===== config.mk =====
export PLATFORM = sky130hd
export DESIGN_NAME = sram_rr_arbiter
export DESIGN_NICKNAME = d
export VERILOG_FILES = /design/src/rtl/sram_arb_pkg.sv /design/src/rtl/rr_pick.sv /design/src/rtl/sram_rr_arbiter.sv
export SDC_FILE = /design/constraint.sdc
export NUM_CORES = 1
export LEC_CHECK = 0
export ABC_AREA = 1
export CAP_MARGIN = 20
export CORE_MARGIN = 2
export CORE_UTILIZATION = 28
export DETAILED_ROUTE_END_ITERATION = 6
export PLACE_DENSITY = 0.79
export SYNTH_ARGS = -nofsm -noshare
export SYNTH_HDL_FRONTEND = slang
export SYNTH_SLANG_ARGS = --single-unit

===== constraint.sdc =====
create_clock -name clk -period 2.4 [get_ports clk]
set_input_delay 0.72 -clock clk [delete_from_list [all_inputs] [get_ports clk]]
set_output_delay 0.72 -clock clk [all_outputs]
set_load 0.01 [all_outputs]

===== src/rtl/sram_arb_pkg.sv =====
// Shared types and the round-robin scan used by the SRAM arbiter.
package sram_arb_pkg;

    typedef enum logic {IDLE, LOCKED} arb_state_t;

    localparam int MAX_REQ = 8;
    localparam int IDX_W   = 3;

    typedef struct packed {
        logic             valid;
        logic [IDX_W-1:0] idx;
    } rr_win_t;

    // Scan ptr+1, ptr+2, ... modulo n. Iterating from the far end lets the
    // nearest requester overwrite, so the last hit is the winner.
    function automatic rr_win_t next_rr(input logic [MAX_REQ-1:0] req,
                                        input logic [IDX_W-1:0]   ptr,
                                        input int                 n);
        rr_win_t win;
        int      j;
        win = '0;
        for (int k = MAX_REQ; k >= 1; k--) begin
            if (k <= n) begin
                j = (int'(ptr) + k) % n;
                if (req[j[IDX_W-1:0]]) begin
                    win.valid = 1'b1;
                    win.idx   = j[IDX_W-1:0];
                end
            end
        end
        return win;
    endfunction

endpackage


===== src/rtl/rr_pick.sv =====
// Combinational round-robin selector: masked requests in, one-hot grant and index out.
module rr_pick
    import sram_arb_pkg::*;
#(
    parameter int n_req = 4
) (
    input  logic [n_req-1:0] req,
    input  logic [n_req-1:0] mask,
    input  logic [IDX_W-1:0] ptr,
    output logic [n_req-1:0] gnt,
    output logic [IDX_W-1:0] idx,
    output logic             valid
);

    rr_win_t            win;
    logic [MAX_REQ-1:0] req_ext;

    always_comb begin
        req_ext              = '0;
        req_ext[n_req-1:0]   = req & mask;
        win                  = next_rr(req_ext, ptr, n_req);
        valid                = win.valid;
        idx                  = win.idx;
        gnt                  = '0;
        for (int i = 0; i < n_req; i++)
            gnt[i] = win.valid && (win.idx == IDX_W'(i));
    end

endmodule


===== src/rtl/sram_rr_arbiter.sv =====
// Round-robin arbiter sharing one single-port synchronous RAM among n_req requesters.
// Optional grant locking is built when ARB_LOCK_EN is defined.
module sram_rr_arbiter
    import sram_arb_pkg::*;
#(
    parameter int d_width = 8,
    parameter int a_width = 8,
    parameter int n_req   = 4
) (
    input  logic                       clk,
    input  logic                       nrst,
    input  logic [n_req-1:0]           req,
    input  logic [n_req-1:0]           we,
    input  logic [n_req*a_width-1:0]   addr,
    input  logic [n_req*d_width-1:0]   wdata,
    input  logic [n_req-1:0]           lock,
    output logic [n_req-1:0]           ack,
    output logic [n_req-1:0]           rvalid,
    output logic [d_width-1:0]         rdata,
    output logic                       ram_we,
    output logic [a_width-1:0]         ram_addr,
    output logic [d_width-1:0]         ram_din,
    input  logic [d_width-1:0]         ram_dout
);

    logic [IDX_W-1:0] ptr;
    logic [IDX_W-1:0] g_idx;
    logic             g_valid;
    logic [n_req-1:0] mask;
    arb_state_t       state;

    rr_pick #(.n_req(n_req)) u_pick (
        .req   (req),
        .mask  (mask),
        .ptr   (ptr),
        .gnt   (ack),
        .idx   (g_idx),
        .valid (g_valid)
    );

    // Zero-default mux keeps the RAM ports quiet on an idle bus.
    always_comb begin
        ram_we   = 1'b0;
        ram_addr = '0;
        ram_din  = '0;
        for (int i = 0; i < n_req; i++) begin
            if (ack[i]) begin
                ram_we   = we[i];
                ram_addr = addr[i*a_width +: a_width];
                ram_din  = wdata[i*d_width +: d_width];
            end
        end
    end

    assign rdata = ram_dout;

    always_ff @(posedge clk or negedge nrst) begin
        if (!nrst) begin
            ptr    <= IDX_W'(n_req - 1);
            rvalid <= '0;
        end else begin
            rvalid <= ack & ~we;
            if (g_valid && state == IDLE)
                ptr <= g_idx;
        end
    end

`ifdef ARB_LOCK_EN
    // state  | meaning
    // IDLE   | plain round-robin among all requesters
    // LOCKED | only owner may be granted, pointer frozen
    logic [IDX_W-1:0] owner;
    logic             owner_lock;

    always_comb begin
        owner_lock = 1'b0;
        mask       = '1;
        for (int i = 0; i < n_req; i++) begin
            if (owner == IDX_W'(i))
                owner_lock = lock[i];
            if (state == LOCKED)
                mask[i] = (owner == IDX_W'(i));
        end
    end

    always_ff @(posedge clk or negedge nrst) begin
        if (!nrst) begin
            state <= IDLE;
            owner <= '0;
        end else begin
            case (state)
                IDLE: begin
                    if (g_valid && lock[g_idx]) begin
                        state <= LOCKED;
                        owner <= g_idx;
                    end
                end
                LOCKED: begin
                    if (!owner_lock)
                        state <= IDLE;
                end
                default: state <= IDLE;
            endcase
        end
    end
`else
    logic unused_lock;

    assign state       = IDLE;
    assign mask        = '1;
    assign unused_lock = ^lock;
`endif

endmodule


## Yosys cells after proc, flatten, opt, wreduce, memory -nomap -nowiden

Cells that the tools add are included.

| cells by class | value |
|---|---|
| reduce and logical (&&, ||, !) cells | 9 |
| muxes and demuxes | 24 |
| $add $sub $neg | 4 |
| order comparisons | 4 |
| bitwise operators | 6 |
| equality and inequality tests | 3 |

Operator list:

| cell | number |
|---|---|
| 8-bit 2-to-1 mux | 8 |
| 3-bit by 4-bit less-than comparator with 1-bit output (second input constant) | 4 |
| 4-bit 2-to-1 mux | 4 |
| 1-bit binary-select mux with 3-bit select | 4 |
| 1-bit 2-to-1 mux | 8 |
| 2-bit OR reduction | 4 |
| 3-bit by 2-bit equality test with 1-bit output (second input constant) | 2 |
| 2-bit by 1-bit adder with 2-bit output (second input constant) | 2 |
| 2-bit adder (second input constant) | 2 |
| 1-bit bitwise AND (first input constant) | 4 |
| 4-bit bitwise AND | 1 |
| 1-bit logical AND | 4 |
| 4-bit NOT | 1 |
| 3-bit by 1-bit equality test with 1-bit output (second input constant) | 1 |
| 3-bit zero test | 1 |

| storage, ports and cells | value |
|---|---|
| output and inout port bits | 33 |
| bits in registers | 6 |
| word-level logic and storage cells | 52 |
| input port bits | 86 |

## Depth between registers and ports, before layout

| depth | value |
|---|---|
| depth after elaboration | 15 |
| mapped depth | 14 |

## Hierarchy

A second synthesis with hierarchy kept.

| second synthesis, totals | value |
|---|---|
| cell total of the unflattened synthesis | 235 |
| area, all modules | 1,321.3 sq um |

By module, submodules not included:

| module | area each (sq um) | seq. area each (sq um) | instances | cells an instance |
|---|---|---|---|---|
| sram_rr_arbiter | 1,052.3 | 177.7 | 1 | 174 |
| rr_pick | 269.0 | 0.0 | 1 | 61 |

## Worst setup path after synthesis

Ideal clock, no wire load.

| timing path | value |
|---|---|
| kind | input-to-output |
| start | input req[0] |
| end | output ram_addr[0] |
| data arrival time | 1,761 ps |
| required time | 1,680 ps |
| stages | 11 |
| path slack | -81 ps |
| cells stage by stage | nand2_1 > nand2_4 > nand2_2 > nand2_2 > inv_2 > nand2_4 > nand2_2 > a21oi_4 > buf_12 > nand3_2 > nand4_1 |

| on the way | value |
|---|---|
| longest elaborated chain between the ends | 12 |
| elaborated cells between the ends (all ways) | 24 |
| those cells by class | eq/ne: 3; mux: 16; reduce/logical: 5 |

Ends and longest elaborated chain:

| element | RTL line | RTL |
|---|---|---|
| start, declared | sram_rr_arbiter.sv:12 | `input logic [n_req-1:0] req,` |
| 1-bit binary-select mux with 3-bit select | sram_arb_pkg.sv:25 | `if (req[j[IDX_W-1:0]]) begin` |
| 1-bit 2-to-1 mux (not written as such) | sram_arb_pkg.sv:25 |  |
| 4-bit 2-to-1 mux (3 in a row) | sram_arb_pkg.sv:25 |  |
| 4-bit 2-to-1 mux * | sram_arb_pkg.sv:25 |  |
| 3-bit zero test | rr_pick.sv:26 | `gnt[i] = win.valid && (win.idx == IDX_W'(i));` |
| 1-bit logical AND | rr_pick.sv:26 |  |
| 8-bit 2-to-1 mux (3 in a row) | sram_rr_arbiter.sv:47 | `if (ack[i]) begin` |
| 8-bit 2-to-1 mux * | sram_rr_arbiter.sv:47 |  |
| end, declared | sram_rr_arbiter.sv:21 | `output logic [a_width-1:0] ram_addr,` |

Mark *: on every way between the ends. The rest lies on a longest branch, timed or not. The select of a mux whose other input is x is not followed.

## Worst setup path after layout

| timing path | value |
|---|---|
| start | input req[3] |
| end | output ack[3] |

| on the way | value |
|---|---|
| longest elaborated chain between the ends | 8 |
| elaborated cells between the ends (all ways) | 14 |
| those cells by class | eq/ne: 1; mux: 12; reduce/logical: 1 |

Ends and longest elaborated chain:

| element | RTL line | RTL |
|---|---|---|
| 1-bit binary-select mux with 3-bit select | sram_arb_pkg.sv:25 |  |
| 1-bit 2-to-1 mux (not written as such) | sram_arb_pkg.sv:25 |  |
| 4-bit 2-to-1 mux (3 in a row) | sram_arb_pkg.sv:25 |  |
| 4-bit 2-to-1 mux * | sram_arb_pkg.sv:25 |  |
| 3-bit by 2-bit equality test with 1-bit output | rr_pick.sv:26 |  |
| 1-bit logical AND * | rr_pick.sv:26 |  |
| end, declared | sram_rr_arbiter.sv:17 | `output logic [n_req-1:0] ack,` |

Marks and branches as above.

==> metrics.md <==
| Metric | Value |
|---|---|
| Outcome | finished, violations left |
| Failing checks | negative setup slack |
| Crit path launch | req[3] |
| Routed len/inst | 14.9 um |
| Synthesized cell area | ~0.0013 mm^2 |
| Final setup margin | -534 ps |
| Area Overhead vs Synth | 116% |
| Die W | between 70 and 80 um |
| Port bufs | a little under 100 |
| P_sw | 2.95 mW |
| Reg power frac | about 3.7% |
| Register bit total from synthesis | 6 |
| Initial antenna violation count | 0 |
| Pre-CTS setup slack | -1210 ps |
| Non-filler instance count after layout | 351 |
| CTS max path bufs | 2 |
| Remaining antenna violation count | 0 |
| Syn_nets | 268 |
| Insertion delay to the later sink of the worst-skew pair | 220 ps |
| Crit Path Category | in -> out |
| DRT Pass-1 Iters | 4 |
| Die Area | between 0.005 and 0.006 mm^2 |
| Placed Area | 0.00243 mm^2 |
| DP HPWL | 3.76 mm |
| Layout Nets | 387 |
| CTS tree | built |
| Peak supply drop | approximately 990 uV |
| Worst R2R Setup Slack | 400 ps |
| Fin crit share | 122% |
| Critical path endpoint category | output pin |
| Largest net degree at the start of global routing | 25 |
| Delay-heaviest family, CP | buffers and inverters |
| Total of max-cap violations | 0 |
| Critical Path, Cell by Cell | clkdlybuf4s15_1 -> inv_1 -> nand2_2 -> nand2_2 -> a21oi_2 -> nand3_4 -> nand2_8 -> buf_6 -> nand2_1 -> inv_1 -> clkdlybuf4s15_1 |
| Smallest hold slack | about 660 ps |
| H-Tree Depth | 1 |
| Synth area leaders | nand3_1, nand4_1, dfrtp_1, nand2_2, buf_4 |
| Worst setup SP type | primary input |
| Post-synth EDFFs | 0 |
| Clk_skew | approximately 1.2 ps |
| Cells after synthesis | 182 |
| Layout cells sized above 1 | 42.5% |
| Final slew viol count | 0 |
| Final Power | 5.95 mW |
| Clock slew at reported path FFs | 40 ps |
| Area leader, netlist | nand3_1 |
| Hold Buf Count CTS | 0 |
| Sw Share | between 40% and 50% |
| Total Wirelength | ~5.2 mm |
| Yosys Warn Count | 0 |
| Setup violations, final | 21 |
| Finished Cell Area | 0.00271 mm^2 |
| Overflow after GRT | 0 |
| Leak | 1.22 nW |
| Crit path to | ack[3] |
| Top FF cell, synth | dfrtp_1 |
| Relative slew slack | 81.0% |
| Post-route DRC | 0 |
| Root Driver | clkbuf_8 |
| Total GRT Usage | about 20% |
| Period minus WS final | roughly 2900 ps |
| Core ar. | 0.00432 mm^2 |
| Clock Power Share | 2.6% |
| Post-Place Cells | 339 |
| Final Wtd Congestion | 0.885 |
| Slowest CP cell | clkdlybuf4s15_1 |
| Worst-margin pin slew | about 280 ps |
| Asr flop ratio synth | 100% |
| Combinational power share | 93.7% |
| Req. time, crit path | approximately 1700 ps |
| Num CTS Buffers | 3 |
| Hold Crit Class | reg -> reg |
| First-pass GRT wire length | 8.30 mm |
| Final hold violation count | 0 |
| Antenna cells | 0 |
| # IOs | between 100 and 150 |
| Syn_area_per_cell | 6.90 um^2 |
| Fin util | approximately 63% |
| Number of global-route vias before repair | ~1,900 |
| CTS sink count | 6 |
| CP arrival | 2210 ps |
| Distinct cells, synth | 23 |
| Worst Reg-to-Reg Cells | 14 |
| Critical path depth | 11 |
| Drt via density | between 5 and 6 |
| Via count | about 1,900 |
| Reg-to-reg startpoint | ptr[0] |
| Int Pwr | 2.99 mW |
| Unrepaired setup endpoints after global routing | yes |
| Setup TNS | -10,480 ps |
| Crit Reg-Reg Endpoint | rvalid[2] |
| Share of the synthesized area in the top cell type | 17.9% |
| Row count | 24 |
| Worst Path Buf+Inv | 5 |
| Die H | 70.9 um |
| Initial Util | between 20% and 30% |
| Number of DRC markers in iteration 0 | between 70 and 80 |
| Max incr delay on CP | 230 ps |
| Fmax | approximately 340 MHz |
| Post-synthesis sequential area ratio | around an eighth |
| Crit-path max FO | 8 |
| P per Cell Area | between 2000 and 2500 mW/mm^2 |
## cell usage after synthesis, types with 3 or more instances
cell and number:
nand4_1 34, inv_1 10, buf_4 11, buf_2 6, nand2_4 7, nand2_2 15
nor2_1 3, nand2_1 20, dfrtp_1 4, inv_2 4, nand3_1 45, nand3_2 8
## cell families after synthesis
family	Yosys count	synth area share, %
compound gates	4	3.69
buf+inv	37	19.5
flops	6	12.2
simple gates	135	64.6
## routing by layer
layer	vias to the layer above	track usage (%)	wire, um
met3	15	3.85	394
met2	104	34.1	2690
met1	876	24.9	2020
met5	-	0	0
li1	876	-	-
met4	0	7.34	130
## layout by cell type, fill, tap and decap left out
master / count
clkdlybuf4s50_1: 73
nand3_1: 41
nand4_1: 34
nand2_4: 19
buf_2: 18
buf_4: 15
nand2_2: 13
nand3_2: 11
buf_6: 11
inv_2: 8
nand2_1: 8
buf_12: 6
inv_1: 5
buf_8: 4
dfrtp_1: 4
nor2_1: 3
clkbuf_8: 3
inv_8: 2
nand3_4: 2
nand2_8: 2
a21oi_4: 2
buf_16: 2
clkdlybuf4s15_1: 2
a21oi_2: 1
inv_4: 1
nor3_4: 1
nor2_2: 1
a21oi_1: 1
clkbuf_16: 1
clkbuf_2: 1
clkdlybuf4s15_2: 1
dlygate4sd2_1: 1
dfstp_4: 1
dfstp_2: 1
## worst reg2reg max path, delay by kind of cell, from the launching register on
family        cells  cell delay (ps)
simple gates     10              800
buf+inv           4              430
flops             1              700
## power by group through the flow
stage	registers, mW	clock network, mW	logic (mW)
after global routing	0.224	0.165	5.98
after CTS	0.207	0.156	5.33
after detailed placement	0.203	0	4.92
final	0.219	0.153	5.58
after global placement	0.203	0	4.87
after floorplan	0.179	0	2.74
## cell type report
type,count,area (um^2)
Clock buffer,3,41.3
Fill cell,350,1610
Inverter,16,77.6
Multi-Input combinational cell,139,1010
Sequential cell,6,156
Tap cell,52,65.1
Timing Repair Buffer,135,1360
## what timing repair did
item / in CTS / in global routing
buffers inserted: 5 / 0
resized for setup: 133 / 18
setup endpoints to repair: 21 / 21
gates cloned: 3 / 1
pin swaps: 26 / 10
## registers in the layout (all words and copies together) (netlist names)
signal / count
rvalid: 4
ptr: 2
## how the worst min path moves through the flow
stage,start,to,slack [ps],cells past startpoint
finish,ptr[0],ptr[0],660,2
global route,ptr[0],ptr[0],690,2
CTS,ptr[0],ptr[0],580,2
detailed placement,ptr[0],ptr[0],570,2
global placement,ptr[0],ptr[0],570,2
floorplan,nrst,rvalid[0],420,0
(Power assumes the default switching activity.)
==> RTL change (config.mk and constraints unchanged) <==
Change the parameter `a_width` from 8 to 10.
--- a/src/rtl/sram_rr_arbiter.sv
+++ b/src/rtl/sram_rr_arbiter.sv
@@ -4,7 +4,7 @@
     import sram_arb_pkg::*;
 #(
     parameter int d_width = 8,
-    parameter int a_width = 8,
+    parameter int a_width = 10,
     parameter int n_req   = 4
 ) (
     input  logic                       clk,
Interface: changed (resized addr and ram_addr); port bits go from 119 to 129. The function was not compared with the original's and may differ.
==> RTL change against the unedited design <==
- the run still ends with negative setup slack left
- combinational power decreased by 7.2%
- sequential power decreased by 12%
- setup slack improved by 0.046 ns
- power decreased by 6.8%
- wire length increased by 2.8%
- final area decreased by 3.8%
- sequential cell count unchanged
- hold slack got worse by 0.12 ns
- critical path depth increased by 2
- area after synthesis decreased by 5.0%
- sequential share of layout area increased by 0.083 points
- critical path type is now reg2out
- critical endpoint is now ram_addr[0]
- largest cell class unchanged
- largest power group unchanged
==> RTL change: results (changes against the unedited design) <==
number of resized instances in the post-cts repair step=136 (+2.3%); fraction of final layout cells sized beyond drive strength 1=33.13% (-9.3 points); measured slew at the worst slew-check pin=0.2666 ns (-0.01724 ns); Min Hold Slack=0.5415 ns (-0.1158 ns); clk_skew=0.006354 ns (+0.005167 ns); internal cell power=2.706 mW (-9.6%); Placed Cells=356 (+5.0%); kind of cell adding the most delay to the critical path=flip-flops; setup-violating endpoint count in the final report=23 (+9.5%); post-route insts no fill=373 (+6.3%); CP Data Arrival Time=2.17 ns (-0.04 ns); violations in the final reports=negative setup slack; initial DRC count=101 (+31%); post-placement setup slack=-1.166 ns (+0.04315 ns); count of input and output buffers=108 (+10%); sequential fraction of the synthesis area=12.80% (+0.64 points); setup ws final=-0.4876 ns (+0.04618 ns); number of H-tree levels=1 (unchanged); biggest area contributors in the synthesized netlist=nand3_1 24%, nand4_1 19%, nand2_1 11%; critical path class=reg2out; number of cells produced by synthesis=196 (+7.7%); buffers inserted during post-CTS setup optimization=10 (+5); slowest cell delay on critical path=0.62 ns (+0.39 ns); final weighted congestion of routability-driven global placement=0.8504 (-3.9%); critical path capture point=ram_addr[0]; overall routing resource usage=21.63% (+1.7 points); number of nets at the end of the flow=418 (+8.0%); vias=1973 (+5.5%); critical register-to-register path endpoint=rvalid[1]; via count of the first global-routing pass=1907 (+2.9%); detail-routed net length per standard cell=14.41 um (-3.3%); Area after DPL=0.002435 sq mm (+0.31%); Static Leakage=1.191 nW (-2.4%); maximum number of pins on one net before global-route repair=27 (+8.0%); Post-Syn Nets=290 (+8.2%); final setup TNS=-10.22 ns (+0.2508 ns); register-to-register setup slack=0.38 ns (-0.02 ns); outcome=complete, but fails checks; post-detailed-placement half-perimeter wirelength=3.863 mm (+2.7%)
==> RTL change: cell type report <==
cell class	count	area [sq um]
flip-flops and latches	6	152.6
multi-input cells	151	913.4
fillers	349	1449
well taps	50	62.56
repair buffers	147	1366
clock buffers	4	45.04
inverters	15	68.82
==> RTL change: power by group through the flow <==
stage / sequential (mW) / clock (mW) / combinational (mW)
after detailed placement: 0.189 / 0 / 4.82
after global placement: 0.190 / 0 / 4.77
final: 0.193 / 0.165 / 5.18
after CTS: 0.191 / 0.171 / 5.10
after floorplan: 0.175 / 0 / 2.65
after global routing: 0.201 / 0.179 / 5.57
==> RTL change: cell families (layout without fill, tap and decap cells) <==
group	Yosys count	after routing	synth area share [%]
buf+inv	39	166	18.15
flops	6	6	12.80
compound gates	3	3	2.204
simple gates	148	148	66.84
==> RTL change: metal layers <==
layer,wire (um),vias up,GRT usage (%)
met5,0,-,0
met4,145,0,7.843
met3,418,18,4.070
met2,2799,109,40.71
met1,2014,900,23.83
li1,-,946,-
